`src/rtl/wb_stage_if.sv`:
```
// MEM -> WB pipeline bus: valid/allowin handshake plus the instruction payload.
interface wb_stage_if #(
  parameter int DATA_WIDTH = 32,
  parameter int ADDR_WIDTH = 5
);
  logic                  mem_valid;
  logic                  wb_allowin;
  logic [31:0]           mem_pc;
  logic [ADDR_WIDTH-1:0] mem_dest;
  logic                  mem_wen;
  logic [DATA_WIDTH-1:0] mem_res;
  logic [2:0]            mem_load_op;
  logic [DATA_WIDTH-1:0] mem_rt_val;

  modport master (
    output mem_valid, mem_pc, mem_dest, mem_wen, mem_res, mem_load_op, mem_rt_val,
    input  wb_allowin
  );

  modport slave (
    input  mem_valid, mem_pc, mem_dest, mem_wen, mem_res, mem_load_op, mem_rt_val,
    output wb_allowin
  );
endinterface

```
`src/rtl/wb_stage.sv`:
```
// MIPS writeback stage: MEM/WB register, load alignment (incl. lwl/lwr), RF write port, bypass.
// Optional trace ports and retire counter are enabled by defining WB_TRACE_EN.
module wb_stage #(
  parameter int DATA_WIDTH = 32,
  parameter int ADDR_WIDTH = 5
) (
  input  logic                  clk,
  input  logic                  rst,
  wb_stage_if.slave             mem_if,
  input  logic [DATA_WIDTH-1:0] dram_rdata,
  input  logic                  wb_hold,
  output logic                  rf_wen,
  output logic [ADDR_WIDTH-1:0] rf_waddr,
  output logic [DATA_WIDTH-1:0] rf_wdata,
  output logic                  fwd_valid,
  output logic [ADDR_WIDTH-1:0] fwd_dest,
  output logic [DATA_WIDTH-1:0] fwd_data
`ifdef WB_TRACE_EN
  ,
  output logic [31:0]           debug_wb_pc,
  output logic [3:0]            debug_wb_rf_wen,
  output logic [ADDR_WIDTH-1:0] debug_wb_rf_wnum,
  output logic [DATA_WIDTH-1:0] debug_wb_rf_wdata,
  output logic [31:0]           retire_cnt
`endif
);

  localparam logic [2:0] LD_NONE = 3'd0;
  localparam logic [2:0] LD_LB   = 3'd1;
  localparam logic [2:0] LD_LBU  = 3'd2;
  localparam logic [2:0] LD_LH   = 3'd3;
  localparam logic [2:0] LD_LHU  = 3'd4;
  localparam logic [2:0] LD_LW   = 3'd5;
  localparam logic [2:0] LD_LWL  = 3'd6;
  localparam logic [2:0] LD_LWR  = 3'd7;

  function automatic logic [DATA_WIDTH-1:0] sext8(input logic signed [7:0] v);
    return {{(DATA_WIDTH-8){v[7]}}, v};
  endfunction

  function automatic logic [DATA_WIDTH-1:0] zext8(input logic [7:0] v);
    return {{(DATA_WIDTH-8){1'b0}}, v};
  endfunction

  function automatic logic [DATA_WIDTH-1:0] sext16(input logic signed [15:0] v);
    return {{(DATA_WIDTH-16){v[15]}}, v};
  endfunction

  function automatic logic [DATA_WIDTH-1:0] zext16(input logic [15:0] v);
    return {{(DATA_WIDTH-16){1'b0}}, v};
  endfunction

  // lwl fills from the most-significant end, keeping the low bytes of rt.
  function automatic logic [DATA_WIDTH-1:0] merge_lwl(input logic [1:0] a,
                                                      input logic [DATA_WIDTH-1:0] w,
                                                      input logic [DATA_WIDTH-1:0] rt);
    case (a)
      2'd0:    return {w[7:0],  rt[23:0]};
      2'd1:    return {w[15:0], rt[15:0]};
      2'd2:    return {w[23:0], rt[7:0]};
      default: return w;
    endcase
  endfunction

  function automatic logic [DATA_WIDTH-1:0] merge_lwr(input logic [1:0] a,
                                                      input logic [DATA_WIDTH-1:0] w,
                                                      input logic [DATA_WIDTH-1:0] rt);
    case (a)
      2'd1:    return {rt[31:24], w[31:8]};
      2'd2:    return {rt[31:16], w[31:16]};
      2'd3:    return {rt[31:8],  w[31:24]};
      default: return w;
    endcase
  endfunction

  function automatic logic [DATA_WIDTH-1:0] load_align(input logic [2:0]            op,
                                                       input logic [DATA_WIDTH-1:0] res,
                                                       input logic [DATA_WIDTH-1:0] w,
                                                       input logic [DATA_WIDTH-1:0] rt);
    logic [1:0]  a;
    logic [7:0]  b;
    logic [15:0] h;
    a = res[1:0];
    b = w[{a, 3'b000} +: 8];
    h = a[1] ? w[31:16] : w[15:0];
    case (op)
      LD_LB:   return sext8(b);
      LD_LBU:  return zext8(b);
      LD_LH:   return sext16(h);
      LD_LHU:  return zext16(h);
      LD_LW:   return w;
      LD_LWL:  return merge_lwl(a, w, rt);
      LD_LWR:  return merge_lwr(a, w, rt);
      LD_NONE: return res;
      default: return res;
    endcase
  endfunction

  logic                  wb_valid_q, wb_valid_d;
  logic [31:0]           pc_q, pc_d;
  logic [ADDR_WIDTH-1:0] dest_q, dest_d;
  logic                  wen_q, wen_d;
  logic [DATA_WIDTH-1:0] res_q, res_d;
  logic [2:0]            load_op_q, load_op_d;
  logic [DATA_WIDTH-1:0] rt_val_q, rt_val_d;

  logic                  ready_go;
  logic                  allowin;
  logic                  dest_live;
  logic [DATA_WIDTH-1:0] final_data;

  assign ready_go          = !wb_hold;
  assign allowin           = !wb_valid_q || ready_go;
  assign mem_if.wb_allowin = allowin;

  always_comb begin
    wb_valid_d = wb_valid_q;
    pc_d       = pc_q;
    dest_d     = dest_q;
    wen_d      = wen_q;
    res_d      = res_q;
    load_op_d  = load_op_q;
    rt_val_d   = rt_val_q;
    if (allowin) begin
      wb_valid_d = mem_if.mem_valid;
      if (mem_if.mem_valid) begin
        pc_d      = mem_if.mem_pc;
        dest_d    = mem_if.mem_dest;
        wen_d     = mem_if.mem_wen;
        res_d     = mem_if.mem_res;
        load_op_d = mem_if.mem_load_op;
        rt_val_d  = mem_if.mem_rt_val;
      end
    end
  end

  // MEM/WB pipeline register
  always_ff @(posedge clk or posedge rst) begin
    if (rst) begin
      wb_valid_q <= 1'b0;
      pc_q       <= '0;
      dest_q     <= '0;
      wen_q      <= 1'b0;
      res_q      <= '0;
      load_op_q  <= '0;
      rt_val_q   <= '0;
    end else begin
      wb_valid_q <= wb_valid_d;
      pc_q       <= pc_d;
      dest_q     <= dest_d;
      wen_q      <= wen_d;
      res_q      <= res_d;
      load_op_q  <= load_op_d;
      rt_val_q   <= rt_val_d;
    end
  end

  assign final_data = load_align(load_op_q, res_q, dram_rdata, rt_val_q);
  assign dest_live  = wb_valid_q && wen_q && (dest_q != '0);

  // The bypass ignores wb_hold so decode can see a stalled instruction's value.
  assign rf_wen    = dest_live && ready_go;
  assign rf_waddr  = wb_valid_q ? dest_q : '0;
  assign rf_wdata  = wb_valid_q ? final_data : '0;
  assign fwd_valid = dest_live;
  assign fwd_dest  = rf_waddr;
  assign fwd_data  = rf_wdata;

`ifdef WB_TRACE_EN
  logic [31:0] retire_cnt_q, retire_cnt_d;

  assign retire_cnt_d = (wb_valid_q && ready_go) ? retire_cnt_q + 32'd1 : retire_cnt_q;

  always_ff @(posedge clk or posedge rst) begin
    if (rst) begin
      retire_cnt_q <= '0;
    end else begin
      retire_cnt_q <= retire_cnt_d;
    end
  end

  assign retire_cnt        = retire_cnt_q;
  assign debug_wb_pc       = pc_q;
  assign debug_wb_rf_wen   = {4{rf_wen}};
  assign debug_wb_rf_wnum  = rf_waddr;
  assign debug_wb_rf_wdata = rf_wdata;
`else
  // The PC is only consumed by the trace outputs.
  logic pc_unused;
  assign pc_unused = ^pc_q;
`endif

endmodule
```
`src/flat_wrapper.sv`:
```
// flat-port wrapper written by rule: the top's interface ports become plain ports
module wb_stage_flat 
#(
  parameter int DATA_WIDTH = 32,
  parameter int ADDR_WIDTH = 5
)
  (clk, rst, dram_rdata, wb_hold, rf_wen, rf_waddr, rf_wdata, fwd_valid, fwd_dest, fwd_data, mem_if_mem_valid, mem_if_mem_pc, mem_if_mem_dest, mem_if_mem_wen, mem_if_mem_res, mem_if_mem_load_op, mem_if_mem_rt_val, mem_if_wb_allowin);
  wb_stage_if #(.DATA_WIDTH(DATA_WIDTH), .ADDR_WIDTH(ADDR_WIDTH)) mem_if_i ();
  input  logic clk;
  input  logic rst;
  input  logic [DATA_WIDTH-1:0] dram_rdata;
  input  logic wb_hold;
  output logic rf_wen;
  output logic [ADDR_WIDTH-1:0] rf_waddr;
  output logic [DATA_WIDTH-1:0] rf_wdata;
  output logic fwd_valid;
  output logic [ADDR_WIDTH-1:0] fwd_dest;
  output logic [DATA_WIDTH-1:0] fwd_data;
  input wire logic [$bits(mem_if_i.mem_valid)-1:0] mem_if_mem_valid;
  input wire logic [$bits(mem_if_i.mem_pc)-1:0] mem_if_mem_pc;
  input wire logic [$bits(mem_if_i.mem_dest)-1:0] mem_if_mem_dest;
  input wire logic [$bits(mem_if_i.mem_wen)-1:0] mem_if_mem_wen;
  input wire logic [$bits(mem_if_i.mem_res)-1:0] mem_if_mem_res;
  input wire logic [$bits(mem_if_i.mem_load_op)-1:0] mem_if_mem_load_op;
  input wire logic [$bits(mem_if_i.mem_rt_val)-1:0] mem_if_mem_rt_val;
  output wire logic [$bits(mem_if_i.wb_allowin)-1:0] mem_if_wb_allowin;
  assign mem_if_i.mem_valid = mem_if_mem_valid;
  assign mem_if_i.mem_pc = mem_if_mem_pc;
  assign mem_if_i.mem_dest = mem_if_mem_dest;
  assign mem_if_i.mem_wen = mem_if_mem_wen;
  assign mem_if_i.mem_res = mem_if_mem_res;
  assign mem_if_i.mem_load_op = mem_if_mem_load_op;
  assign mem_if_i.mem_rt_val = mem_if_mem_rt_val;
  assign mem_if_wb_allowin = mem_if_i.wb_allowin;
  wb_stage #(.DATA_WIDTH(DATA_WIDTH), .ADDR_WIDTH(ADDR_WIDTH)) u_core (.clk(clk), .rst(rst), .mem_if(mem_if_i), .dram_rdata(dram_rdata), .wb_hold(wb_hold), .rf_wen(rf_wen), .rf_waddr(rf_waddr), .rf_wdata(rf_wdata), .fwd_valid(fwd_valid), .fwd_dest(fwd_dest), .fwd_data(fwd_data));
endmodule
```
`config.mk`:
```
export PLATFORM = sky130hd
export DESIGN_NAME = wb_stage_flat
export DESIGN_NICKNAME = d
export VERILOG_FILES = /design/src/rtl/wb_stage_if.sv /design/src/rtl/wb_stage.sv /design/src/flat_wrapper.sv
export SDC_FILE = /design/constraint.sdc
export NUM_CORES = 1
export LEC_CHECK = 0
export ABC_AREA = 1
export BUFFER_PORTS_ARGS = -buffer_cell sky130_fd_sc_hd__buf_4
export CAP_MARGIN = 20
export CORE_MARGIN = 1.5
export CORE_UTILIZATION = 54
export DETAILED_ROUTE_END_ITERATION = 8
export GPL_TIMING_DRIVEN = 0
export PLACE_DENSITY = 0.92
export SYNTH_ARGS = -nofsm -noshare
export SYNTH_HDL_FRONTEND = slang
export SYNTH_SLANG_ARGS = --single-unit
```
`constraint.sdc`:
```
create_clock -name clk -period 2.9 [get_ports clk]
set_input_delay 0.145 -clock clk [delete_from_list [all_inputs] [get_ports clk]]
set_output_delay 0.145 -clock clk [all_outputs]
set_load 0.01 [all_outputs]
```
==> results of run 1 <==
==> worst max path at each step <==
stage                          from                 end  slack [ns]  cells after the start
floorplan                       rst    u_core.dest_q[0]        0.87                      1
global placement                rst  u_core.rt_val_q[8]        0.10                      2
detailed placement  u_core.res_q[0]        rf_wdata[28]        0.58                     10
CTS                 u_core.res_q[0]        rf_wdata[28]        0.19                     10
global route        u_core.res_q[0]         rf_wdata[6]      0.0005                     10
finish              u_core.res_q[0]         rf_wdata[6]         0.1                     10
==> layout by cell type, fill, tap and decap left out, types with 2 or more instances in the layout <==
cell           count
o22ai_1            3
nand2_1          251
inv_6              2
clkbuf_8           9
buf_4            229
clkinvlp_4         2
mux2_2            52
nor2_1           130
o21ai_0           52
dfrtp_1           74
inv_1             89
nand3_1           58
o211ai_1          12
dlygate4sd3_1      5
a21oi_1           55
nor3_1             2
clkbuf_1           4
nand4_1            2
buf_2             31
nand2_2            3
nor2_4             4
==> cells by family after synthesis <==
kind of cell | synth area share
buf+inv | 0.147
mux | 0.102
simple gates | 0.317
compound gates | 0.113
flops | 0.322
==> worst max-delay path, cell delays in order, from the launching register on <==
cell	delay [ns]
dfrtp_1	0.35
buf_4	0.20
nand2_2	0.16
inv_1	0.28
buf_4	0.27
nand2_1	0.08
nand4_1	0.14
o21ai_0	0.09
a21boi_0	0.42
buf_4	0.19
buf_4	0.11
==> routing by layer <==
metal	share of wire	wire [um]
met1	0.38	8690
met4	0.048	1120
met3	0.11	2570
met2	0.46	10600
met5	0	0
==> power groups by stage <==
stage | Sequential (mW) | Combinational [mW] | Clock, mW
3_5_place_dp | 1.31 | 2.03 | 0
2_1_floorplan | 1.26 | 1.22 | 0
6_report | 1.29 | 2.09 | 0.866
4_1_cts | 1.28 | 2.04 | 0.861
5_1_grt | 1.30 | 2.25 | 0.909
3_3_place_gp | 1.30 | 1.99 | 0
==> flip-flops by register name (all words and copies together) (netlist names) <==
register           flops
u_core.res_q          32
u_core.rt_val_q       32
u_core.dest_q          5
u_core.load_op_q       3
u_core.wb_valid_q      1
u_core.wen_q           1
==> area by class of cell <==
| type | instances | share of cell area |
|---|---|---|
| inverter | 91 | 0.0454 |
| multi-input combinational | 628 | 0.405 |
| clock buffer | 9 | 0.0164 |
| tap | 136 | 0.0225 |
| buffer | 80 | 0.0666 |
| sequential | 74 | 0.244 |
| clock inverter | 7 | 0.0101 |
| timing repair buffer | 190 | 0.190 |
==> stage by stage <==
stage	setup slack (ns)	utilization	hold slack (ns)	total power, mW	instances
2_1_floorplan	0.873	-	0.295	2.49	873
3_3_place_gp	0.100	0.709	0.377	3.28	1194
3_5_place_dp	0.579	0.709	0.381	3.34	1194
4_1_cts	0.186	0.729	0.00535	4.19	1210
5_1_grt	0.000451	0.734	0.00244	4.46	1215
6_report	0.0977	0.734	-0.0241	4.25	1215
==> what timing repair did <==
item                                    in CTS  in global routing
endpoints found under the setup margin       0                  1
hold endpoints to repair                     0                  5
gates resized for setup                      0                  1
hold buffers                                 0                  5
==> results.sh, run 1 <==
export IMPL_skew_ns=0.00920
export IMPL_viasPerCell=5.69
export IMPL_synth_ff_type="dfrtp_1"
export IMPL_grt_max_degree=75
export IMPL_peakVddDrop_mv=0.337
export IMPL_clkPwrFrac=0.204
export IMPL_track_usage=0.407
export IMPL_grt_busiest_layer="met2"
export IMPL_cp_start_kind="register"
export IMPL_synth_top_area_cell="dfrtp_1"
export IMPL_hold_slack_ns=-0.0241
export IMPL_synth_distinct_cells=23
export IMPL_clock_sinks=74
export IMPL_wire_per_inst_um=18.9
export IMPL_dieArea_um2=11300
export IMPL_worstSetupPathType="reg2out"
export IMPL_switching_share=0.409
export IMPL_clkTransAtPathRegs_ns=0.09
export IMPL_crit_fanout=10
export IMPL_cts_max_level=3
export IMPL_routed_wl_um=23000
export IMPL_grt_use_met3=0.0950
export IMPL_regArea_um2=1850
export IMPL_min_period_over_period=0.966
export IMPL_grt_pass1_wl_um=34700
export IMPL_ys_seq_elements=74
export IMPL_yosysMostFrequentCell="nand2_1"
export IMPL_relSlewSlack=0.396
export IMPL_nFillCells=867
export IMPL_ff2ff_path_depth=6
export IMPL_grt_met2_usage=0.645
export IMPL_rsz0062_at_grt="no"
export IMPL_num_antenna_cells=0
export IMPL_placed_area_um2=7320
export IMPL_synthArstFlopShare=1.00
export IMPL_core_area_um2=10300
export IMPL_r2r_slack_ns=0.87
export IMPL_postCtsSetupRepairBufs=0
export IMPL_firstDrtPassIters=6
export IMPL_multi_input_area_um2=3070
export IMPL_power_frac_comb=0.492
export IMPL_ant_nets=0
export IMPL_fmax_mhz=357
export IMPL_grt_antenna_before_repair=0
export IMPL_netSwitchingPower_mw=1.74
export IMPL_setup_tns_ns=0
export IMPL_place_gp_congestion=1.01
export IMPL_final_area_um2=7580
export IMPL_worstSetupEndpointType="primary output"
export IMPL_netlist_top_cells_count="nand2_1 (251), nor2_1 (130), inv_1 (90)"
export IMPL_dieHeight_um=106
export IMPL_numCtsBuffers=9
export IMPL_drt_initial_drc_count=560
export IMPL_layout_nets=1215
export IMPL_finalSetupViolations=0
export IMPL_synth_yosys_seq_area_share=0.322
export IMPL_syn_inst=873
export IMPL_regToRegStartpoint="u_core.wb_valid_q"
export IMPL_syn2layout_area_growth_pct=31.5
export IMPL_hp_class="in2async"
export IMPL_syn_avg_cell_area_um2=6.60
export IMPL_grtUsageMet1=0.513
export IMPL_hold_viol=44
export IMPL_cts_tree="built"
export IMPL_io_pins=218
export IMPL_violations="hold timing"
export IMPL_cts_buffer_depth=2
export IMPL_seqPwrFrac=0.304
export IMPL_synth_warnings=0
export IMPL_route_detailed_drc=0
export IMPL_io_buffers=185
export IMPL_clk_latency_ns=0.37
export IMPL_drive_gt1_frac=0.315
export IMPL_worstPathRequired_ns=2.76
export IMPL_via_count=6911
export IMPL_leakagePower_nw=4.17
export IMPL_crit_arrival_ns=2.66
export IMPL_p_per_area_nw_per_um2=561
export IMPL_timing_max_cap_violations=0
export IMPL_grt_pass1_vias=6685
export IMPL_syn_nets=1014
export IMPL_synth_top_area_share=0.322
export IMPL_rows=37
export IMPL_r2r_end="u_core.load_op_q[1]"
export IMPL_syn_cell_area_um2=5760
export IMPL_finalCriticalPeriod_ns=2.80
export IMPL_final_max_slew_viol_count=0
export IMPL_synth_edf_count=0
export IMPL_die_w_um=106
export IMPL_status="finished with violations"
export IMPL_p_int_mw=2.51
export IMPL_clock_root_buffer="clkbuf_8"
export IMPL_worst_pin_slew_ns=0.907
export IMPL_start_util=0.558
export IMPL_synthTopCellsByArea="dfrtp_1 (32%), nand2_1 (16%), mux2_2 (10%), nor2_1 (8.5%), inv_1 (5.9%)"
export IMPL_dp_hpwl_um=17700
export IMPL_grt_overflow=0
No activity file was read; power rests on OpenSTA's default activity.
==> run 2, diff against run 1 <==
--- a/config.mk
+++ b/config.mk
@@ -12,7 +12,7 @@
 export CORE_UTILIZATION = 54
 export DETAILED_ROUTE_END_ITERATION = 8
 export GPL_TIMING_DRIVEN = 0
-export PLACE_DENSITY = 0.92
+export PLACE_DENSITY = 0.87
 export SYNTH_ARGS = -nofsm -noshare
 export SYNTH_HDL_FRONTEND = slang
 export SYNTH_SLANG_ARGS = --single-unit
==> run 2 against run 1 <==
  * The run ends with DRC left
  * Clock skew up 0.0017 ns
  * Sequential share of layout area down 1.0 points
  * Worst hold slack better by 0.025 ns
  * Sequential cell count unchanged
  * Cell area up 4.4%
  * Final cell count up 2.4%
  * Critical endpoint is now rf_wdata[28]
  * Highest routed layer unchanged
  * Wire length up 6.3%
  * Via count up 3.1%
==> results.sh, run 2 (synthesis results as in run 1) <==
export IMPL_grt_max_degree=75
export IMPL_leakagePower_nw=4.32
export IMPL_post_route_util=0.766
export IMPL_finalSetupViolations=0
export IMPL_num_antenna_cells=0
export IMPL_crit_arrival_ns=2.65
export IMPL_io_pins=218
export IMPL_pre_cts_slack_ns=0.606
export IMPL_min_period_over_period=0.963
export IMPL_worstSetupPathType="reg2out"
export IMPL_dp_hpwl_um=17500
export IMPL_worstPathRequired_ns=2.76
export IMPL_worstSetupEndpointType="primary output"
export IMPL_cts_buffer_depth=2
export IMPL_rows=37
export IMPL_layout_nets=1244
export IMPL_syn2layout_area_growth_pct=37.4
export IMPL_viasPerCell=5.73
export IMPL_status="finished with violations"
export IMPL_violations="DRC"
export IMPL_track_usage=0.435
export IMPL_timing_max_cap_violations=0
export IMPL_multi_input_area_um2=3060
export IMPL_final_cell_mix="nand2_1 (251), buf_4 (229), nor2_1 (129)"
export IMPL_cts_max_level=3
export IMPL_core_area_um2=10300
export IMPL_fmax_mhz=358
export IMPL_cts_tree="built"
export IMPL_firstDrtPassIters=9
export IMPL_drt_initial_drc_count=891
export IMPL_grt_overflow=0
export IMPL_p_per_area_nw_per_um2=567
export IMPL_route_detailed_drc=2
export IMPL_skew_ns=0.0109
export IMPL_grt_pass1_vias=6964
export IMPL_die_w_um=106
export IMPL_nFillCells=763
export IMPL_peakVddDrop_mv=0.467
export IMPL_regArea_um2=1850
export IMPL_clkTransAtPathRegs_ns=0.09
export IMPL_ant_nets=0
export IMPL_start_util=0.558
export IMPL_reg_top3="u_core.res_q (32), u_core.rt_val_q (32), u_core.dest_q (5)"
export IMPL_clock_sinks=74
export IMPL_setup_ws_ns=0.108
export IMPL_finalCriticalPeriod_ns=2.79
export IMPL_via_count=7127
export IMPL_hp_class="in2reg"
export IMPL_wire_per_inst_um=19.7
export IMPL_final_max_slew_viol_count=0
export IMPL_routed_wl_um=24500
export IMPL_numCtsBuffers=9
export IMPL_dieHeight_um=106
export IMPL_io_buffers=185
export IMPL_crit_fanout=10
export IMPL_place_gp_congestion=1.04
export IMPL_hold_viol=0
export IMPL_setup_tns_ns=0
export IMPL_clock_root_buffer="clkbuf_8"
export IMPL_drive_gt1_frac=0.308
export IMPL_rsz0062_at_grt="no"
export IMPL_grt_pass1_wl_um=36800
export IMPL_mostFrequentLayoutCell="nand2_1"
export IMPL_postCtsSetupRepairBufs=0
export IMPL_clk_latency_ns=0.38
export IMPL_worst_pin_slew_ns=0.929
export IMPL_relSlewSlack=0.381
export IMPL_dieArea_um2=11300
export IMPL_grt_antenna_before_repair=0
export IMPL_cp_start_kind="register"
[run 2: timing repair]
action                                  in CTS  in global routing
hold endpoints to repair                    43                  0
hold buffers                                34                  0
gates resized for setup                      0                  1
endpoints found under the setup margin       0                  1
[run 2: worst paths after layout]
check                                       to               start  depth (start not counted)  slack [ns]
min in group asynchronous  u_core.rt_val_q[23]                 rst                          3        0.53
hold reg to reg                u_core.res_q[5]     u_core.res_q[5]                          1        0.52
setup reg to reg              u_core.res_q[28]   u_core.wb_valid_q                          6        0.91
setup / recovery                  rf_wdata[28]     u_core.res_q[0]                         10        0.11
max in group asynchronous  u_core.rt_val_q[15]                 rst                          3        1.75
hold / removal                u_core.res_q[31]  mem_if_mem_res[31]                          2      0.0009
[run 2: stage by stage]
| step | cell area [um2] | hold WS [ns] | cells | total power, mW |
|---|---|---|---|---|
| 2_1_floorplan | 5760 | 0.295 | 873 | 2.49 |
| 3_3_place_gp | 7320 | 0.377 | 1194 | 3.27 |
| 3_5_place_dp | 7320 | 0.381 | 1194 | 3.33 |
| 4_1_cts | 7910 | 0.000977 | 1244 | 4.40 |
| 5_1_grt | 7910 | 0.00527 | 1244 | 4.68 |
| 6_report | 7910 | 0.000855 | 1244 | 4.49 |
[run 2: metal layers]
metal	up-vias	GRT usage	wire (um)
met5	-	0	0
met4	0	0.262	1340
met3	125	0.0889	2930
met2	579	0.712	11500
met1	3238	0.528	8680
li1	3185	-	-
[run 2: final cells by class]
cell class                      count  area share
Inverter                           91      0.0435
Clock buffer                        9      0.0157
Buffer                             80      0.0637
Clock inverter                      7      0.0158
Multi-Input combinational cell    628       0.387
Sequential cell                    74       0.234
Tap cell                          136      0.0215
Timing Repair Buffer              219       0.219
[run 2: critical path, cell delays in order, from the launching register on]
cell and delay, ns:
dfrtp_1 0.34, buf_4 0.19, inv_2 0.13, nor2_2 0.46, buf_4 0.29, nand2_1 0.11, nand3_1 0.17, nand2_1 0.10
a21oi_1 0.23, buf_4 0.15, buf_4 0.11
[run 2: where the power goes]
| group | total (mW) | switching (mW) | internal [mW] | leakage, nW |
|---|---|---|---|---|
| clock | 1.04 | 0.457 | 0.580 | 0.124 |
| combinational | 2.15 | 1.20 | 0.950 | 3.34 |
| sequential | 1.30 | 0.118 | 1.18 | 0.850 |
| total | 4.49 | 1.78 | 2.71 | 4.32 |
==> run 3, diff against run 2 <==
--- a/config.mk
+++ b/config.mk
@@ -13,6 +13,7 @@
 export DETAILED_ROUTE_END_ITERATION = 8
 export GPL_TIMING_DRIVEN = 0
 export PLACE_DENSITY = 0.87
+export RECOVER_POWER = 25
 export SYNTH_ARGS = -nofsm -noshare
 export SYNTH_HDL_FRONTEND = slang
 export SYNTH_SLANG_ARGS = --single-unit
==> run 3 against run 2 <==
  * Total power about the same
  * Worst setup slack gained 0.036 ns
  * Sequential share of layout area barely moved
  * Combinational power hardly changed
  * Largest cell class unchanged
  * Critical endpoint unchanged
  * Die area unchanged
  * Wire length is 0.19% lower
  * The run ends with capacitance limit, slew limit left
  * Clock power hardly changed
  * Utilization is essentially flat
  * Via count grew 0.20%
  * Highest routed layer unchanged
==> results.sh, run 3 (synthesis results as in run 1) <==
export IMPL_status="finished with violations"
export IMPL_violations="capacitance limit, slew limit"
export IMPL_clock_sinks=74
export IMPL_worstHoldStart="mem_if_mem_res[31]"
export IMPL_numCtsBuffers=9
export IMPL_ff2ff_path_depth=6
export IMPL_rsz0062_at_grt="no"
export IMPL_place_gp_congestion=1.04
export IMPL_total_power_mw=4.49
export IMPL_hold_viol=0
export IMPL_final_cells=1244
export IMPL_nFillCells=764
export IMPL_track_usage=0.435
export IMPL_rows=37
export IMPL_worstSetupPathType="reg2out"
export IMPL_io_buffers=185
export IMPL_clkTransAtPathRegs_ns=0.09
export IMPL_timing_max_cap_violations=1
export IMPL_multi_input_area_um2=3060
export IMPL_drive_gt1_frac=0.308
export IMPL_leakagePower_nw=4.32
export IMPL_regToRegStartpoint="u_core.wb_valid_q"
export IMPL_route_detailed_drc=0
export IMPL_clock_root_buffer="clkbuf_8"
export IMPL_max_stage_delay_ns=0.44
export IMPL_firstDrtPassIters=8
export IMPL_cp_start_kind="register"
export IMPL_start_util=0.558
export IMPL_finalCriticalPeriod_ns=2.76
export IMPL_relSlewSlack=-0.0409
export IMPL_drt_initial_drc_count=891
export IMPL_grt_antenna_before_repair=0
export IMPL_setup_tns_ns=0
export IMPL_syn2layout_area_growth_pct=37.3
export IMPL_reg_top3="u_core.res_q (32), u_core.rt_val_q (32), u_core.dest_q (5)"
export IMPL_ant_nets=0
export IMPL_skew_ns=0.0118
export IMPL_postCtsSetupRepairBufs=0
export IMPL_fmax_mhz=363
export IMPL_cts_max_level=3
export IMPL_crit_path_top_delay_cell="nor2_2"
export IMPL_mostFrequentLayoutCell="nand2_1"
export IMPL_layout_nets=1244
export IMPL_worstPathRequired_ns=2.76
export IMPL_grt_pass1_wl_um=36800
export IMPL_io_pins=218
export IMPL_final_cell_mix="nand2_1 (251), buf_4 (228), nor2_1 (129)"
export IMPL_clk_latency_ns=0.38
export IMPL_wire_per_inst_um=19.6
export IMPL_crit_arrival_ns=2.61
export IMPL_r2r_slack_ns=0.91
export IMPL_routed_wl_um=24400
export IMPL_core_area_um2=10300
export IMPL_die_w_um=106
export IMPL_peakVddDrop_mv=0.467
export IMPL_viasPerCell=5.74
export IMPL_num_antenna_cells=0
export IMPL_via_count=7141
export IMPL_finalSetupViolations=0
export IMPL_dieArea_um2=11300
export IMPL_crit_fanout=10
export IMPL_r2r_end="u_core.res_q[28]"
export IMPL_min_period_over_period=0.950
export IMPL_critPathMostFrequentCell="buf_4"
export IMPL_hp_class="in2reg"
export IMPL_worst_pin_slew_ns=1.56
export IMPL_grt_overflow=0
export IMPL_placedCellCount=1194
export IMPL_cts_tree="built"
export IMPL_hold_end="u_core.res_q[31]"
export IMPL_grt_max_degree=75
export IMPL_hold_slack_ns=0.00270
export IMPL_path_cells="buf_4 -> inv_2 -> nor2_2 -> buf_4 -> nand2_1 -> nand3_1 -> nand2_1 -> a21oi_1 -> buf_4 -> buf_4"
export IMPL_grt_pass1_vias=6964
export IMPL_worstSetupEndpointType="primary output"
export IMPL_cts_buffer_depth=2
export IMPL_p_per_area_nw_per_um2=567
export IMPL_dp_hpwl_um=17500
export IMPL_final_max_slew_viol_count=75
export IMPL_regArea_um2=1850
export IMPL_min_path_cells=2
export IMPL_dieHeight_um=106
==> run 3: cell count changes in the layout (fill, tap and decap cells not counted), sizes merged <==
cell and delta:
buf -1, clkbuf +1
==> run 3: layer usage <==
metal  global-route usage  share of wire  up-vias
met1                0.528           0.35     3238
met2                0.712           0.47      588
li1                     -              -     3183
met3               0.0889           0.12      132
met5                    0              0        -
met4                0.262          0.056        0
==> run 3: through the flow <==
stage	worst slack (ns)	util	area (um2)
finish	0.144	0.766	7910
global route	0.0587	0.766	7910
CTS	0.176	0.766	7910
detailed placement	0.606	0.709	7320
global placement	0.0620	0.709	7320
floorplan	0.873	-	5760
==> run 3: cell type report <==
cell class / count / share of cell area
flip-flops and latches: 74 / 0.234
repair buffers: 219 / 0.219
inverters: 91 / 0.0432
clock buffers: 9 / 0.0157
well taps: 136 / 0.0215
clock inverters: 7 / 0.0158
plain buffers: 80 / 0.0637
multi-input cells: 628 / 0.387
==> run 3: how the worst max path moves through the flow <==
| stage | end | from |
|---|---|---|
| final | rf_wdata[28] | u_core.res_q[0] |
| after global routing | rf_wdata[28] | u_core.res_q[0] |
| after CTS | rf_wdata[28] | u_core.res_q[0] |
| after detailed placement | rf_wdata[28] | u_core.res_q[0] |
| after global placement | u_core.res_q[8] | rst |
| after floorplan | u_core.dest_q[0] | rst |
==> run 3: worst max-delay path: cells and delay by family, from the launching register on <==
kind                   cells  cell delay, ns
AND/OR/NAND/NOR            4            0.82
buffers and inverters      5            0.86
AO/OA/AOI/OAI              1            0.23
flip-flops                 1            0.34
==> run 3: what timing repair did <==
item                                   in CTS  in global routing
setup endpoints to repair                   0                  1
resized for setup                           0                  1
hold buffers                               34                  0
endpoints found under the hold margin      43                  0
==> run 3: where the power goes <==
group          total (mW)  switching [mW]  internal, mW
registers            1.30           0.118          1.18
clock network        1.04           0.456         0.580
logic                2.15            1.20         0.949
total                4.49            1.77          2.71
